===== config.mk =====
export PLATFORM = sky130hd
export DESIGN_NAME = btn_cond_array
export DESIGN_NICKNAME = d
export VERILOG_FILES = /design/src/rtl/btn_cond_array.sv
export SDC_FILE = /design/constraint.sdc
export NUM_CORES = 1
export LEC_CHECK = 0
export ABC_AREA = 1
export CORE_MARGIN = 2
export CORE_UTILIZATION = 40
export CTS_CLUSTER_DIAMETER = 60
export DETAILED_ROUTE_END_ITERATION = 8
export GPL_TIMING_DRIVEN = 0
export HOLD_SLACK_MARGIN = 0.03
export PLACE_DENSITY = 0.55
export SYNTH_ARGS = -nofsm -noshare
export SYNTH_HDL_FRONTEND = slang
export SYNTH_SLANG_ARGS = --single-unit

===== constraint.sdc =====
create_clock -name clk_i -period 1.63 [get_ports clk_i]
set_clock_uncertainty 0.1 [all_clocks]
set_input_delay 0.163 -clock clk_i [delete_from_list [all_inputs] [get_ports clk_i]]
set_output_delay 0.163 -clock clk_i [all_outputs]
set_load 0.03 [all_outputs]

===== src/rtl/btn_cond_array.sv =====
// btn_cond_array: multi-channel push-button conditioner (sync, debounce FSM, press/release strobes).
// Define BTN_REPEAT_EN to add long-press auto-repeat on press_o.
module btn_cond_array #(
    parameter int NUM_BTN       = 2,
    parameter int NUM_SYNC      = 2,
    parameter int BTN_ACTIVE    = 1,
    parameter int DEBOUNCE      = 100000,
    parameter int EXCLUSIVE     = 0,
    parameter int HOLD_CYCLES   = 50000000,
    parameter int REPEAT_CYCLES = 10000000
) (
    input  logic               clk_i,
    input  logic               arstn_i,
    input  logic [NUM_BTN-1:0] btn_i,
    output logic [NUM_BTN-1:0] level_o,
    output logic [NUM_BTN-1:0] press_o,
    output logic [NUM_BTN-1:0] release_o,
    output logic               any_press_o
);
    localparam int MAX1 = (DEBOUNCE > HOLD_CYCLES) ? DEBOUNCE : HOLD_CYCLES;
    localparam int MAXC = (MAX1 > REPEAT_CYCLES) ? MAX1 : REPEAT_CYCLES;
    localparam int CW   = $clog2(MAXC + 1);
    localparam logic [CW-1:0] DB_C = CW'(DEBOUNCE);
`ifdef BTN_REPEAT_EN
    localparam logic [CW-1:0] HD_C = CW'(HOLD_CYCLES - 1);
    localparam logic [CW-1:0] RP_C = CW'(REPEAT_CYCLES - 1);
`endif

    typedef enum logic {IDLE, HELD} state_t;

    logic [NUM_BTN-1:0] act, s, req, grant;
    logic [NUM_BTN-1:0] sync_q [NUM_SYNC];
    logic [NUM_BTN-1:0] sync_d [NUM_SYNC];
    state_t             state_q [NUM_BTN];
    state_t             state_d [NUM_BTN];
    logic [CW-1:0]      cnt_q [NUM_BTN];
    logic [CW-1:0]      cnt_d [NUM_BTN];
    logic [NUM_BTN-1:0] press_q, press_d, release_q, release_d;
    logic               any_press_q, any_press_d, lower, any_held;
`ifdef BTN_REPEAT_EN
    logic [CW-1:0]      hcnt_q [NUM_BTN];
    logic [CW-1:0]      hcnt_d [NUM_BTN];
    logic [NUM_BTN-1:0] rep_q, rep_d;
`endif

    always_comb begin
        act       = (BTN_ACTIVE != 0) ? btn_i : ~btn_i;
        sync_d[0] = act;
        for (int i = 1; i < NUM_SYNC; i++) sync_d[i] = sync_q[i-1];
        s = sync_q[NUM_SYNC-1];
    end

    always_comb begin
        any_held = 1'b0;
        for (int n = 0; n < NUM_BTN; n++) any_held = any_held | (state_q[n] == HELD);
        lower = 1'b0;
        for (int n = 0; n < NUM_BTN; n++) begin
            // grant priority runs from channel 0 upward within the same cycle
            req[n]       = (state_q[n] == IDLE) && s[n] && (cnt_q[n] == DB_C);
            grant[n]     = (EXCLUSIVE == 0) || (!any_held && !lower);
            lower        = lower | req[n];
            state_d[n]   = state_q[n];
            cnt_d[n]     = cnt_q[n];
            press_d[n]   = 1'b0;
            release_d[n] = 1'b0;
            if (state_q[n] == IDLE) begin
                if (!s[n]) cnt_d[n] = '0;
                else if (cnt_q[n] != DB_C) cnt_d[n] = cnt_q[n] + 1'b1;
                else if (grant[n]) begin
                    press_d[n] = 1'b1;
                    cnt_d[n]   = '0;
                    state_d[n] = HELD;
                end
            end else begin
                if (s[n]) cnt_d[n] = '0;
                else if (cnt_q[n] != DB_C) cnt_d[n] = cnt_q[n] + 1'b1;
                else begin
                    release_d[n] = 1'b1;
                    cnt_d[n]     = '0;
                    state_d[n]   = IDLE;
                end
            end
`ifdef BTN_REPEAT_EN
            // hold counter only runs while held with s=1, so it never coincides with a release
            hcnt_d[n] = '0;
            rep_d[n]  = 1'b0;
            if (state_q[n] == HELD && s[n]) begin
                hcnt_d[n] = hcnt_q[n] + 1'b1;
                rep_d[n]  = rep_q[n];
                if (hcnt_q[n] == (rep_q[n] ? RP_C : HD_C)) begin
                    press_d[n] = 1'b1;
                    hcnt_d[n]  = '0;
                    rep_d[n]   = 1'b1;
                end
            end
`endif
        end
        any_press_d = |press_d;
    end

    always_ff @(posedge clk_i) begin
        if (!arstn_i) begin
            for (int i = 0; i < NUM_SYNC; i++) sync_q[i] <= '0;
            for (int n = 0; n < NUM_BTN; n++) begin
                state_q[n] <= IDLE;
                cnt_q[n]   <= '0;
`ifdef BTN_REPEAT_EN
                hcnt_q[n]  <= '0;
`endif
            end
`ifdef BTN_REPEAT_EN
            rep_q       <= '0;
`endif
            press_q     <= '0;
            release_q   <= '0;
            any_press_q <= 1'b0;
        end else begin
            sync_q      <= sync_d;
            state_q     <= state_d;
            cnt_q       <= cnt_d;
`ifdef BTN_REPEAT_EN
            hcnt_q      <= hcnt_d;
            rep_q       <= rep_d;
`endif
            press_q     <= press_d;
            release_q   <= release_d;
            any_press_q <= any_press_d;
        end
    end

    always_comb begin
        for (int n = 0; n < NUM_BTN; n++) level_o[n] = (state_q[n] == HELD);
    end

    assign press_o     = press_q;
    assign release_o   = release_q;
    assign any_press_o = any_press_q;
endmodule


==> impl_metrics.env <==
export IMPL_status="complete, no violations"
export IMPL_viasPerCell=4.54
export IMPL_diodes=0
export IMPL_worstHoldStart="btn_i[0]"
export IMPL_netlist_area_leader_share_pct=35.6
export IMPL_drt_drc_violations_left=0
export IMPL_synth_top_family_by_area="simple AND/OR/NAND/NOR gates"
export IMPL_port_buffers=9
export IMPL_final_net_count=584
export IMPL_synth_simple_area_share_pct=47.3
export IMPL_dpl_hpwl_um=6230
export IMPL_yosys_top_cells_area="dfxtp_1, nand2_1, nor2_1"
export IMPL_gp_congestion=0.931
export IMPL_grt_max_degree=12
export IMPL_relSlewSlack_pct=71.9
export IMPL_startpoint="release_o[0]"
export IMPL_syn_area_um2=3540
export IMPL_final_util_pct=48.0
export IMPL_layout_drive_gt1_share_pct=16.0
export IMPL_path_clk_slew_ns=0.07
export IMPL_cts_inserted_buffers=9
export IMPL_wirelength_um=8040
export IMPL_critPathArrivalTime_ns=1.31
export IMPL_initial_core_util_pct=41.0
export IMPL_synth_seq_cells=63
export IMPL_p_total_uw=3130
export IMPL_overflow=0
export IMPL_drt_pass1_iter_count=4
export IMPL_cts_sinks=63
export IMPL_cts_root_buffer="clkbuf_8"
export IMPL_critPathLaunchType="register"
export IMPL_grt_pass1_wl_um=13700
export IMPL_synth_area_leader_cell="dfxtp_1"
export IMPL_rsz0062_at_grt="true"
export IMPL_area_growth_syn_to_layout_pct=17.1
export IMPL_path_buf_inv=1
export IMPL_r2r_start="cnt_q[26]"
export IMPL_muxShareOfSynthArea_pct=0
export IMPL_crit_required_ns=1.37
export IMPL_syn_area_per_cell_um2=6.46
export IMPL_drt_iter0_drc=87
export IMPL_ioPinCount=11
export IMPL_vdd_ir_drop_max_mv=0.425
export IMPL_fin_crit_sh_pct=96.7
export IMPL_p_per_area_nw_per_um2=755
export IMPL_fillers=907
export IMPL_finalHoldViolCount=0
export IMPL_synth_compound_area_share_pct=1.73
export IMPL_grt_pass1_vias=3084
export IMPL_synthCells=548
export IMPL_cpMaxStageDelayCell="clkdlybuf4s50_1"
export IMPL_final_cells=689
export IMPL_maxCapViolCount=0
export IMPL_critPathKind="reg -> out"
export IMPL_setup_tns_ns=0
export IMPL_max_stage_delay_ns=0.65
export IMPL_track_usage_pct=17.7
export IMPL_yosys_most_used_dff="dfxtp_1"
export IMPL_clockBufferDepth=2
export IMPL_wl_per_cell_um=11.7
export IMPL_post_route_min_period_ns=1.58
export IMPL_die_h_um=98.1
export IMPL_p_leak_uw=0.00155
export IMPL_core_area_um2=8640
export IMPL_cts_tree="built"
export IMPL_register_area_um2=1270
export IMPL_worst_slew_pin_slew_ns=0.422
export IMPL_finalMaxSlewViolations=0
export IMPL_yosysWarnings=0
export IMPL_synth_xor_area_share_pct=4.45
export IMPL_antenna_found_initial=0
export IMPL_row_count=34
export IMPL_cp_cell_sequence="clkdlybuf4s50_1"
export IMPL_yosysSeqAreaShare_pct=35.6
export IMPL_synth_async_reset_ratio_pct=0
export IMPL_cp_top_family="buffers and inverters"
export IMPL_hold_slack_ns=0.240
export IMPL_yosysUniqueCellTypes=26
export IMPL_crit_fanout=1
export IMPL_clkLatencyLatePin_ns=0.35
export IMPL_die_x_um=98.1
export IMPL_max_freq_mhz=634
export IMPL_ant_nets=0
export IMPL_holdCritPathClass="in -> reg"
export IMPL_synthAdderAreaFrac_pct=1.41
export IMPL_synth_nets=556
export IMPL_critPathCaptureType="primary output"
export IMPL_synth_edf_count=0
export IMPL_dp_cells=665
export IMPL_vias=3131
export IMPL_multi_input_area_um2=2010
export IMPL_h_tree_depth=3
export IMPL_setup_viol=0
export IMPL_dieArea_um2=9620
[cells in the mapped netlist, types with 6 or more instances]
cell type / count
inv_1: 71
nand2_1: 149
dfxtp_1: 63
nor2_2: 9
xnor2_1: 6
nand3_1: 31
nand2_2: 12
nor2_1: 137
nor3_2: 7
xor2_1: 12
nor3_1: 8
nor2_4: 10
[tightest hold or removal path: cells and delay by family]
| kind | cells | cell delay, ns |
|---|---|---|
| and+or+nand+nor | 1 | 0.06 |
| buffers and inverters | 2 | 0.43 |
[through the flow]
step | worst slack [ns] | instance area, µm²
finish | 0.0539 | 4150
global route | -0.0253 | 4150
CTS | 0.00683 | 4050
detailed placement | -0.125 | 3770
global placement | -0.0853 | 3770
floorplan | 0.161 | 3540
[layer usage]
metal  global-route usage (%)  vias up  part of all wire (%)
li1                         -     1709                     -
met3                     4.08       17                   2.4
met5                        0        -                     0
met1                     19.5     1371                    45
met4                     8.55        0                   2.8
met2                     32.1       34                    50
[report_power, final]
| group | switching (µW) | internal [µW] |
|---|---|---|
| logic | 30.6 | 23.7 |
| registers | 3.62 | 1540 |
| clock network | 630 | 903 |
| total | 664 | 2470 |
[logic make-up after synthesis]
family | Yosys count
AND/OR/NAND/NOR | 374
buffers and inverters | 80
flip-flops | 63
XOR/XNOR | 18
AO/OA/AOI/OAI | 9
adder cells (fa/ha/maj) | 4
[cell usage in the layout (no fill, tap or decap), drive strengths merged]
master,netlist,routed
nand3,32,32
bufinv,0,2
dlygate4sd3,0,1
inv,75,75
clkinv,0,2
xor2,12,12
nand3b,1,1
ha,4,4
dfxtp,63,63
nor3,15,15
buf,5,12
dlymetal6s2s,0,1
clkbuf,0,11
a31oi,1,1
clkdlybuf4s50,0,6
a21oi,4,4
or2,1,1
clkinvlp,0,1
nor2,156,156
nand2,165,165
dlygate4sd2,0,2
xnor2,6,6
o21ai,4,4
nand4,4,4
[area by class of cell]
cell class                 instances  share of cell area [%]
buffer                             5                    1.66
clock buffer                      11                    3.41
clock inverter                     5                    1.96
inverter                          75                    6.79
multi-input combinational        405                    48.5
sequential                        63                    30.7
tap                              108                    3.26
timing repair buffer              17                    3.68
[final timing paths]
check | endpoint | slack (ns) | cells past startpoint
worst max-delay path | release_o[0] | 0.05 | 1
worst min-delay path | sync_d[0] | 0.24 | 3
worst max register to register | cnt_q[44] | 0.10 | 10
worst min register to register | s[0] | 0.32 | 2
[registers in the layout, summed over array words and instances (netlist names), named ones only]
signal       cells
release_o        2
cnt_q           52
sync_d           2
s                2
press_o          2
any_press_o      1
[what timing repair did]
| action | CTS | global route |
|---|---|---|
| cloned | 0 | 0 |
| gates resized for setup | 12 | 20 |
| setup buffers | 3 | 4 |
| pin swaps | 4 | 8 |
| hold endpoints to repair | 6 | 0 |
| endpoints found under the setup margin | 30 | 50 |
| hold buffers | 1 | 0 |
(Power assumes the default switching activity.)
